**config.mk**
```make
export PLATFORM = sky130hd
export DESIGN_NAME = mem_access_unit
export DESIGN_NICKNAME = d
export VERILOG_FILES = /design/src/rtl/mem_access_unit.sv
export SDC_FILE = /design/constraint.sdc
export NUM_CORES = 1
export LEC_CHECK = 0
export ABC_AREA = 1
export ABC_CLOCK_PERIOD_IN_PS = 1300
export CAP_MARGIN = 20
export CELL_PAD_IN_SITES_DETAIL_PLACEMENT = 1
export CELL_PAD_IN_SITES_GLOBAL_PLACEMENT = 2
export CORE_MARGIN = 3
export CORE_UTILIZATION = 20
export DETAILED_ROUTE_END_ITERATION = 10
export PLACE_DENSITY = 0.84
export REMOVE_ABC_BUFFERS = 1
export SYNTH_ARGS = -nofsm -noshare
export SYNTH_HDL_FRONTEND = slang
export SYNTH_SLANG_ARGS = --single-unit
```
**constraint.sdc**
```tcl
create_clock -name clk -period 1.3 [get_ports clk]
set_input_delay 0.195 -clock clk [delete_from_list [all_inputs] [get_ports clk]]
set_output_delay 0.195 -clock clk [all_outputs]
set_load 0.01 [all_outputs]
```
**src/rtl/mem_access_unit.sv**
```systemverilog
// Memory-access stage: executes LDR/STR against a synchronous RAM, passes other opcodes through.
// Latency: LDR/STR done WAIT_CYCLES+2 cycles after acceptance; non-memory ops done 1 cycle after.
// Backpressure: req_ready low while a RAM access is in flight; requester holds req_valid until accepted.
module mem_access_unit #(
   parameter int DATA_W      = 32,
   parameter int ADDR_W      = 16,
   parameter int WAIT_CYCLES = 1
) (
   input  logic              clk,
   input  logic              rst_n,
   input  logic              req_valid,
   output logic              req_ready,
   input  logic [3:0]        op_code,
   input  logic [DATA_W-1:0] src1,
   input  logic [DATA_W-1:0] src2,
   output logic              ram_en,
   output logic              ram_we,
   output logic [ADDR_W-1:0] ram_addr,
   output logic [DATA_W-1:0] ram_wdata,
   input  logic [DATA_W-1:0] ram_rdata,
   output logic              done,
   output logic              ldr_valid,
   output logic [DATA_W-1:0] ldr_data,
   output logic              sel_ldr_bus,
   output logic              sel_add_bus,
   output logic              busy
);

   localparam logic [3:0] OP_LDR = 4'b1001;
   localparam logic [3:0] OP_STR = 4'b1010;

   typedef enum logic [1:0] {S_IDLE, S_ACCESS, S_DONE} state_t;

   state_t            r_state;
   state_t            w_next;
   logic [3:0]        r_cnt;
   logic [3:0]        r_op;
   logic [ADDR_W-1:0] r_addr;
   logic [DATA_W-1:0] r_wdata;
   logic [DATA_W-1:0] r_ldr_data;

   logic w_ready;
   logic w_accept;
   logic w_is_mem;
   logic w_last;
   logic w_unused_src1;

   assign w_accept = req_valid && w_ready;
   assign w_is_mem = (op_code == OP_LDR) || (op_code == OP_STR);
   assign w_last   = (r_cnt == 4'd0);
   // Only the low ADDR_W bits of src1 address the RAM; the rest is deliberately ignored.
   assign w_unused_src1 = ^src1;

   // State register; async reset drops any in-flight access immediately.
   always_ff @(posedge clk or negedge rst_n) begin
      if (!rst_n) r_state <= S_IDLE;
      else        r_state <= w_next;
   end

   // Next-state and output decode; all outputs are pure functions of the registered state.
   always_comb begin
      w_next      = r_state;
      w_ready     = 1'b0;
      ram_en      = 1'b0;
      ram_we      = 1'b0;
      sel_add_bus = 1'b0;
      busy        = 1'b0;
      done        = 1'b0;
      ldr_valid   = 1'b0;
      sel_ldr_bus = 1'b0;
      case (r_state)
         S_IDLE, S_DONE: begin
            w_ready = 1'b1;
            if (r_state == S_DONE) begin
               done        = 1'b1;
               ldr_valid   = (r_op == OP_LDR);
               sel_ldr_bus = (r_op == OP_LDR);
            end
            if (w_accept) w_next = w_is_mem ? S_ACCESS : S_DONE;
            else          w_next = S_IDLE;
         end
         S_ACCESS: begin
            ram_en      = 1'b1;
            sel_add_bus = 1'b1;
            busy        = 1'b1;
            ram_we      = (r_op == OP_STR);
            if (w_last) w_next = S_DONE;
         end
         default: w_next = S_IDLE;
      endcase
   end

   // Request capture, wait counter and load-result register.
   always_ff @(posedge clk or negedge rst_n) begin
      if (!rst_n) begin
         r_cnt      <= 4'd0;
         r_op       <= 4'd0;
         r_addr     <= '0;
         r_wdata    <= '0;
         r_ldr_data <= '0;
      end else begin
         if (w_accept) begin
            r_op    <= op_code;
            r_addr  <= src1[ADDR_W-1:0];
            r_wdata <= src2;
            if (w_is_mem) r_cnt <= 4'(WAIT_CYCLES);
         end else if (r_state == S_ACCESS) begin
            if (!w_last) begin
               r_cnt <= r_cnt - 4'd1;
            end else if (r_op == OP_LDR) begin
               r_ldr_data <= ram_rdata;
            end
         end
      end
   end

   assign req_ready = w_ready;
   assign ram_addr  = r_addr;
   assign ram_wdata = r_wdata;
   assign ldr_data  = r_ldr_data;

endmodule

```
# Word level (Yosys, flattened, before mapping)
# Index checks and enable logic that the tools add are counted.
[totals]
out_inout_bits = 88
input_bits = 103
register_bits = 90
[classes]
n_reduce_logical = 8
mux = 15
eq_ne = 9
addsub = 1
bitwise = 1
[ops]
columns = ["op", "count"]
rows = [
  ["== test 4 bit (second input constant)", 4],
  ["two-way mux 4 bit", 4],
  ["two-way mux 1 bit", 7],
  ["two-way mux 2 bit", 3],
  ["zero test 4 bit", 1],
  ["inequality test 2 bit (second input constant)", 2],
  ["one-hot mux 2 bit (2 select lines)", 1],
  ["AND reduction 4 bit", 1],
  ["subtractor 4 x 1 -> 4 bit (second input constant)", 1],
  ["AND reduction 3 bit", 1],
  ["== test 2 x 1 -> 1 bit (second input constant)", 1],
  ["== test 2 bit (second input constant)", 1],
  ["zero test 2 bit", 1],
  ["inequality test 2 x 1 -> 1 bit (second input constant)", 1],
  ["nonzero test 2 bit", 1],
  ["OR reduction 2 bit", 1],
  ["logical AND 1 bit", 1],
  ["logical OR 1 bit", 1],
  ["NOT 1 bit", 1],
]

# Logic depth before layout (Yosys ltp)
# Gate-level depths: netlist of the first run.
[depth]
word_depth = 6
ltp_mapped = 8
ltp_nobuf = 7

# Least setup slack after synthesis of the first run
# OpenSTA, ideal clock, no wires.
[synth_timing]
path_kind = "reg2out"
startpoint = "reg r_op[2]"
endpoint = "out sel_ldr_bus"
slack_ns = -0.075
stages_incl_launch_ff = 5
arrival_time_ns = 1.180
required_ns = 1.105
cell_sequence = "dfrtp_1 -> inv_2 -> nand2_2 -> nor4_1 -> buf_4"
[synth_between]
elab_chain_len = 3
[synth_lines]
columns = ["element", "line_no", "source"]
rows = [
  ["start, declared", "37", "logic [3:0] r_op;"],
  ["start signal, assigned", "103", "r_op <= op_code;"],
  ["== test 4 bit", "n/a", ""],
  ["two-way mux 1 bit (2 in a row)", "n/a", ""],
  ["end, declared", "24", "output logic sel_ldr_bus,"],
]
# No other way between the ends.

# Final worst setup path of the first run
[layout_timing]
startpoint = "reg r_op[2]"
endpoint = "out ldr_valid"
[layout_between]
elab_chain_len = 3
[layout_lines]
columns = ["element", "line_no", "source"]
rows = [
  ["== test 4 bit", "76", "ldr_valid = (r_op == OP_LDR);"],
  ["two-way mux 1 bit", "74", "if (r_state == S_DONE) begin"],
  ["two-way mux 1 bit", "71", "case (r_state)"],
  ["end, declared", "22", "output logic ldr_valid,"],
]
# No other way between the ends.

==> results of run 1 <==
report_power, final:
group          leakage (nW)  switching (W)  internal, W
sequential             1.00       0.000373      0.00335
clock                 0.155        0.00115      0.00174
combinational          2.02        0.00166      0.00167
metrics by stage:
| stage | TNS (ns) | hold WS (ns) | std cells | cell area (sq um) | utilization (%) |
|---|---|---|---|---|---|
| detailed placement | -8.298 | 0.1584 | 824 | 5849 | 32.23 |
| finish | -7.021 | 0.3301 | 866 | 6814 | 37.55 |
| CTS | -4.083 | 0.3371 | 853 | 6422 | 35.39 |
| global route | -13.43 | 0.3704 | 866 | 6814 | 37.55 |
| global placement | -5.769 | 0.1620 | 824 | 5849 | 32.23 |
| floorplan | -35.49 | -0.1006 | 396 | 3548 | - |
worst reg2reg max path, cell delays in order (launching register included):
cell	delay (ns)
dfrtp_1	0.40
inv_2	0.09
nand2_4	0.07
buf_6	0.12
nor2_4	0.11
buf_12	0.16
buf_12	0.15
nand2_8	0.10
nand2_1	0.08
nand2_1	0.05
final cells by class:
cell class                 instances  area share, %
clock buffer                      10          3.507
timing repair buffer             222          34.56
sequential                        90          33.07
clock inverter                     6          1.304
multi-input combinational        294          22.16
tap                              229          4.205
inverter                          15          1.194
layout by cell type, fill, tap and decap left out, types with 2 or more instances in the layout:
master / netlist / routed
buf_12: 0 / 14
buf_8: 0 / 2
inv_1: 12 / 5
nand3_4: 1 / 2
nand2_1: 225 / 196
buf_2: 10 / 3
bufinv_16: 0 / 2
clkbuf_16: 0 / 15
o21ai_1: 1 / 4
inv_2: 3 / 6
buf_6: 9 / 12
inv_6: 0 / 3
buf_16: 0 / 2
nand2_2: 4 / 26
nand2_8: 0 / 6
nor2_1: 5 / 3
dfrtp_1: 90 / 89
nor2_4: 1 / 2
nand2_4: 1 / 5
nand3_2: 0 / 4
clkinvlp_4: 0 / 2
dlygate4sd2_1: 0 / 80
clkdlybuf4s50_1: 0 / 85
nand3_1: 41 / 36
buf_4: 4 / 17
per-layer routing:
metal	vias to the layer above	wire length [um]
li1	1730	-
met1	1856	6101
met2	92	7733
met3	27	535
met4	0	390
met5	-	0
how the worst min path moves through the flow:
| stage | startpoint | to | slack, ns | depth (start not counted) |
|---|---|---|---|---|
| 2_1_floorplan | rst_n | ldr_data[0] | -0.10 | 0 |
| 3_3_place_gp | rst_n | ldr_data[5] | 0.16 | 1 |
| 3_5_place_dp | rst_n | ldr_data[9] | 0.16 | 1 |
| 4_1_cts | rst_n | ldr_data[3] | 0.34 | 2 |
| 5_1_grt | rst_n | ldr_data[9] | 0.37 | 2 |
| 6_report | rst_n | ldr_data[5] | 0.33 | 2 |
Yosys cell counts, drive strengths merged:
cell,n
dfrtp,90
buf,23
nand2,230
or2,1
nor4,2
nand4,1
o21ai,4
o21bai,1
ha,2
nor2,7
inv,15
nand3,42
xnor2,1
sequential cells by signal (all words and copies together) (netlist names):
register and count:
r_cnt 4, r_op 4, ram_wdata 32, ram_addr 16, ldr_data 32, r_state 2
logic make-up after synthesis:
kind of cell / after synthesis / share of synthesized area, %
AOI/OAI and AO/OA: 5 / 0.7378
xor gates and xnor gates: 1 / 0.2349
adders and majority gates: 2 / 0.6708
buffers and inverters: 38 / 6.374
DFF: 90 / 60.38
and+or+nand+nor: 283 / 31.60
timing repair:
| action | in CTS | in global routing |
|---|---|---|
| hold buffers | 1 | 0 |
| endpoints found under the setup margin | 154 | 91 |
| hold endpoints to repair | 21 | 0 |
| pin swaps | 5 | 6 |
| gates resized for setup | 167 | 45 |
| gates cloned | 4 | 8 |
| setup buffers | 8 | 5 |
==> results.json, run 1 <==
{
  "multi_input_area_sq_mm": 0.001510,
  "yosys-top-cells-area": "dfrtp_1 (60%), nand2_1 (23%), nand3_1 (5.5%), buf_6 (2.7%), buf_2 (1.3%)",
  "r2r_setup_slack_ns": -0.14,
  "crit_path_max_incr_delay_ns": 0.39,
  "nNetsFinal": 737,
  "initial_core_util_pct": 20.55,
  "use_met1_pct": 16.11,
  "place_congestion": 0.7524,
  "setup_ws_ns": -0.1838,
  "nFillCells": 2077,
  "ant_nets": 0,
  "area.growth.synth_to_final_pct": 82.69,
  "cp.required_ns": 1.11,
  "reg2reg_depth": 9,
  "use_met3_pct": 2.655,
  "netlist_area_sq_mm": 0.003730,
  "grt_max_degree": 31,
  "cts_sinks": 90,
  "register_area_sq_mm": 0.002253,
  "die_area_sq_mm": 0.02032,
  "yosysTopAreaCell": "dfrtp_1",
  "gr-total-overflow": 0,
  "cts_htree_levels": 3,
  "rsz0062_at_grt": "yes",
  "tightest_slew_ns": 0.4154,
  "dp_hpwl_um": 9847,
  "power_density_mw_per_mm2": 1460,
  "dr.pass1.iters": 4,
  "grt.busiest_layer": "met2",
  "die_w_um": 142.6,
  "numCtsBuffers": 9,
  "grt.total_usage_pct": 13.74,
  "status": "finished, violations left",
  "worstPathArrival_ns": 1.29,
  "crit_path_end": "ldr_valid",
  "timing.fmax_mhz": 674.0,
  "violations": "setup timing",
  "antenna_found_initial": 0,
  "cpMaxStageDelayCell": "dfrtp_1",
  "endpoint_kind": "output port",
  "critical-path-top-delay-family": "flip-flops",
  "first_global_vias": 4163,
  "portBuffers": 174,
  "finalClockSkew_ns": 0.007636,
  "coreArea_sq_mm": 0.01815,
  "ioPinCount": 191,
  "r2r-end": "ldr_data[2]",
  "startpoint": "r_op[2]",
  "maxSlewViolCount": 0,
  "antenna_cells": 0,
  "synth_top_area_share_pct": 60.38,
  "r2r-start": "r_op[1]",
  "die_h_um": 142.6,
  "cp_cell_sequence": "inv_2, nand2_4, nor4_4, buf_2",
  "cts_root_buffer": "clkbuf_16",
  "setup_viol": 76,
  "seq_area_frac_synth_pct": 60.38,
  "dp_slack_ns": -0.3344,
  "avgSynthCellArea_sq_um": 8.902,
  "peakVddDrop_mv": 0.6493,
  "tritoncts": "done",
  "max_cap_viol_count": 0,
  "layout-drive-gt1-share_pct": 20.88,
  "min_path_type": "in2async",
  "remaining_drc_errors": 0,
  "clkLatencyLatePin_ns": 0.34,
  "ys_types": 22,
  "cp.buffers_inverters": 2,
  "post-route-min-period_ns": 1.484,
  "critPathLaunchType": "register",
  "cts_buffer_depth": 2,
  "relSlewSlack_pct": 72.30,
  "via_count": 3705,
  "wl_per_cell_um": 17.05,
  "finalHoldViolations": 0,
  "initialDrtViolationCount": 106,
  "row_count": 49,
  "p_leak_nw": 3.178,
  "syn_inst": 419,
  "drt-total-wl_um": 14760,
  "grt_pass1_wl_um": 21880,
  "cts.clk_slew.worst_paths_ns": 0.07,
  "critPathMaxFanout": 3,
  "grtUsageMet2_pct": 24.21,
  "routed_via_density": 4.278,
  "finalCritPeriodShare_pct": 114.1,
  "cp.depth": 4,
  "path_class": "reg2out",
  "synth_warnings": 0,
  "power_w": 0.009952,
  "synth-seq-cells": 90
}
No activity file was read; power rests on OpenSTA's default activity.
==> run 2, diff against run 1 <==
--- a/config.mk
+++ b/config.mk
@@ -13,8 +13,9 @@
 export CORE_MARGIN = 3
 export CORE_UTILIZATION = 20
 export DETAILED_ROUTE_END_ITERATION = 10
-export PLACE_DENSITY = 0.84
+export PLACE_DENSITY = 0.89
 export REMOVE_ABC_BUFFERS = 1
+export SKIP_LAST_GASP = 1
 export SYNTH_ARGS = -nofsm -noshare
 export SYNTH_HDL_FRONTEND = slang
 export SYNTH_SLANG_ARGS = --single-unit
==> run 2 against run 1 <==
The flow still finishes with violations (setup timing). Register-to-register slack got worse by 0.09 ns. Cell count fell by 0.69%. Core utilization fell by 0.88 points. Setup slack got worse by 0.043 ns. Flip-flop and latch count did not move. Die area did not move. Total power fell by 3.1%. Wire length fell by 1.5%. First-iteration DRC count rose by 25%. Worst hold slack improved by 0.056 ns. Sequential share of layout area rose by 0.79 points. Critical path type is now reg2reg. Critical endpoint is now ldr_data[3].
==> results.json, run 2 (synthesized netlist as in run 1, its figures left out) <==
{
  "placed_cell_area_sq_mm": 0.005752,
  "r2r_setup_slack_ns": -0.23,
  "use_met3_pct": 4.368,
  "post-route-min-period_ns": 1.527,
  "via_count": 3639,
  "min_path_type": "in2reg",
  "die_w_um": 142.6,
  "die_h_um": 142.6,
  "crit_top_cell": "buf_4",
  "r2r-start": "r_op[2]",
  "gr-total-overflow": 0,
  "layout_common_cells": "nand2_1 (193), dfrtp_1 (89), clkdlybuf4s50_1 (85)",
  "row_count": 49,
  "worstPathArrival_ns": 1.76,
  "peakVddDrop_mv": 0.5816,
  "coreArea_sq_mm": 0.01815,
  "crit_path_max_incr_delay_ns": 0.39,
  "numCtsBuffers": 9,
  "grtUsageMet2_pct": 25.12,
  "cp_cell_sequence": "inv_2, nand2_4, buf_4, buf_4, nor2_4, buf_12, buf_8, nand2_8, nand2_2, nand2_1",
  "r2r-end": "ldr_data[3]",
  "dr.pass1.iters": 4,
  "grt_pass1_wl_um": 22690,
  "initialDrtViolationCount": 133,
  "grt_max_degree": 91,
  "cts_buffer_depth": 2,
  "path_class": "reg2reg",
  "tightest_slew_ns": 0.5283,
  "finalClockSkew_ns": 0.009023,
  "reg2reg_depth": 10,
  "startpoint": "r_op[2]",
  "critPathLaunchType": "register",
  "place_congestion": 0.7742,
  "crit_path_end": "ldr_data[3]",
  "relSlewSlack_pct": 64.78,
  "critPathMaxFanout": 8,
  "final_common_cell": "nand2_1",
  "rsz0062_at_grt": "yes",
  "tritoncts": "done",
  "ant_nets": 0,
  "endpoint_kind": "register",
  "timing.fmax_mhz": 654.9,
  "grt.total_usage_pct": 14.20,
  "portBuffers": 174,
  "die_area_sq_mm": 0.02032,
  "status": "finished, violations left",
  "design_area_sq_mm": 0.006655,
  "area.growth.synth_to_final_pct": 78.43,
  "grt.busiest_layer": "met2",
  "cpMaxStageDelayCell": "dfrtp_1",
  "cp.required_ns": 1.53,
  "ioPinCount": 191,
  "cts_htree_levels": 3,
  "power_w": 0.009647,
  "min_from": "src2[15]",
  "power_density_mw_per_mm2": 1450,
  "cts_root_buffer": "clkbuf_16",
  "use_met1_pct": 16.58,
  "setup_ws_ns": -0.2270,
  "clkLatencyLatePin_ns": 0.35,
  "holdPathStages": 3,
  "maxSlewViolCount": 0,
  "wl_per_cell_um": 16.90,
  "cts_sinks": 90,
  "finalCritPeriodShare_pct": 117.5,
  "setup_viol": 39,
  "max_cap_viol_count": 0,
  "dp_hpwl_um": 9022,
  "violations": "setup timing",
  "nNetsFinal": 732,
  "antenna_found_initial": 0,
  "finalHoldViolations": 0,
  "cts.clk_slew.worst_paths_ns": 0.07,
  "first_global_vias": 4218,
  "initial_core_util_pct": 20.55,
  "layout-drive-gt1-share_pct": 20.60,
  "antenna_cells": 0,
  "routed_via_density": 4.231,
  "drt-total-wl_um": 14540,
  "remaining_drc_errors": 0,
  "p_leak_nw": 3.092
}
[run 2: cell count changes in the layout (fill, tap and decap cells not counted), moves of 3 or more]
cell       delta
buf_12        -6
buf_8         +3
clkbuf_16     -5
nand2_1       -3
nand2_2       +5
o21ai_0       +3
o21ai_1       -3
[run 2: timing repair]
action,in CTS,in global routing
cloned,8,1
hold buffers,1,0
pin swaps,16,9
hold endpoints to repair,90,0
setup endpoints to repair,175,97
buffers inserted,17,7
gates resized for setup,170,50
[run 2: worst min path at each step]
stage                                to  slack [ns]
after floorplan             ldr_data[0]       -0.10
after global placement     ldr_data[20]        0.28
after detailed placement    ldr_data[8]        0.30
after CTS                 ram_wdata[15]        0.37
after global routing      ram_wdata[17]        0.39
final                     ram_wdata[15]        0.39
[run 2: per-layer routing]
layer,routed length (um),vias to the layer above,share of wire (%)
li1,-,1708,-
met1,5828,1816,40
met2,7770,100,53
met3,758,15,5.2
met4,178,0,1.2
met5,0,-,0
[run 2: report_power, final]
part           internal, W  switching, W
clock network      0.00149       0.00115
registers          0.00335      0.000384
logic              0.00162       0.00165
total              0.00646       0.00319
[run 2: worst max-delay path: cells and delay by family, from the launching register on]
family	cells	cell delay [ns]
simple gates	5	0.39
flops	1	0.39
buf+inv	5	0.63
[run 2: cell type report]
| type | instances | area (sq um) |
|---|---|---|
| clock buffer | 9 | 225.2 |
| sequential | 90 | 2253 |
| clock inverter | 6 | 67.56 |
| inverter | 15 | 71.32 |
| multi-input combinational | 294 | 1530 |
| tap | 229 | 286.5 |
| fill | 2095 | 11490 |
| timing repair buffer | 217 | 2221 |
[run 2: through the flow]
step	std cells	setup TNS (ns)	setup WS (ns)	util (%)	hold slack, ns
finish	860	-6.839	-0.2270	36.67	0.3860
CTS	856	-5.787	-0.2262	35.44	0.3726
detailed placement	816	-18.06	-0.3525	31.69	0.2956
global route	860	-9.531	-0.3189	36.67	0.3852
global placement	816	-15.50	-0.2657	31.69	0.2818
floorplan	396	-35.49	-0.7785	-	-0.1006
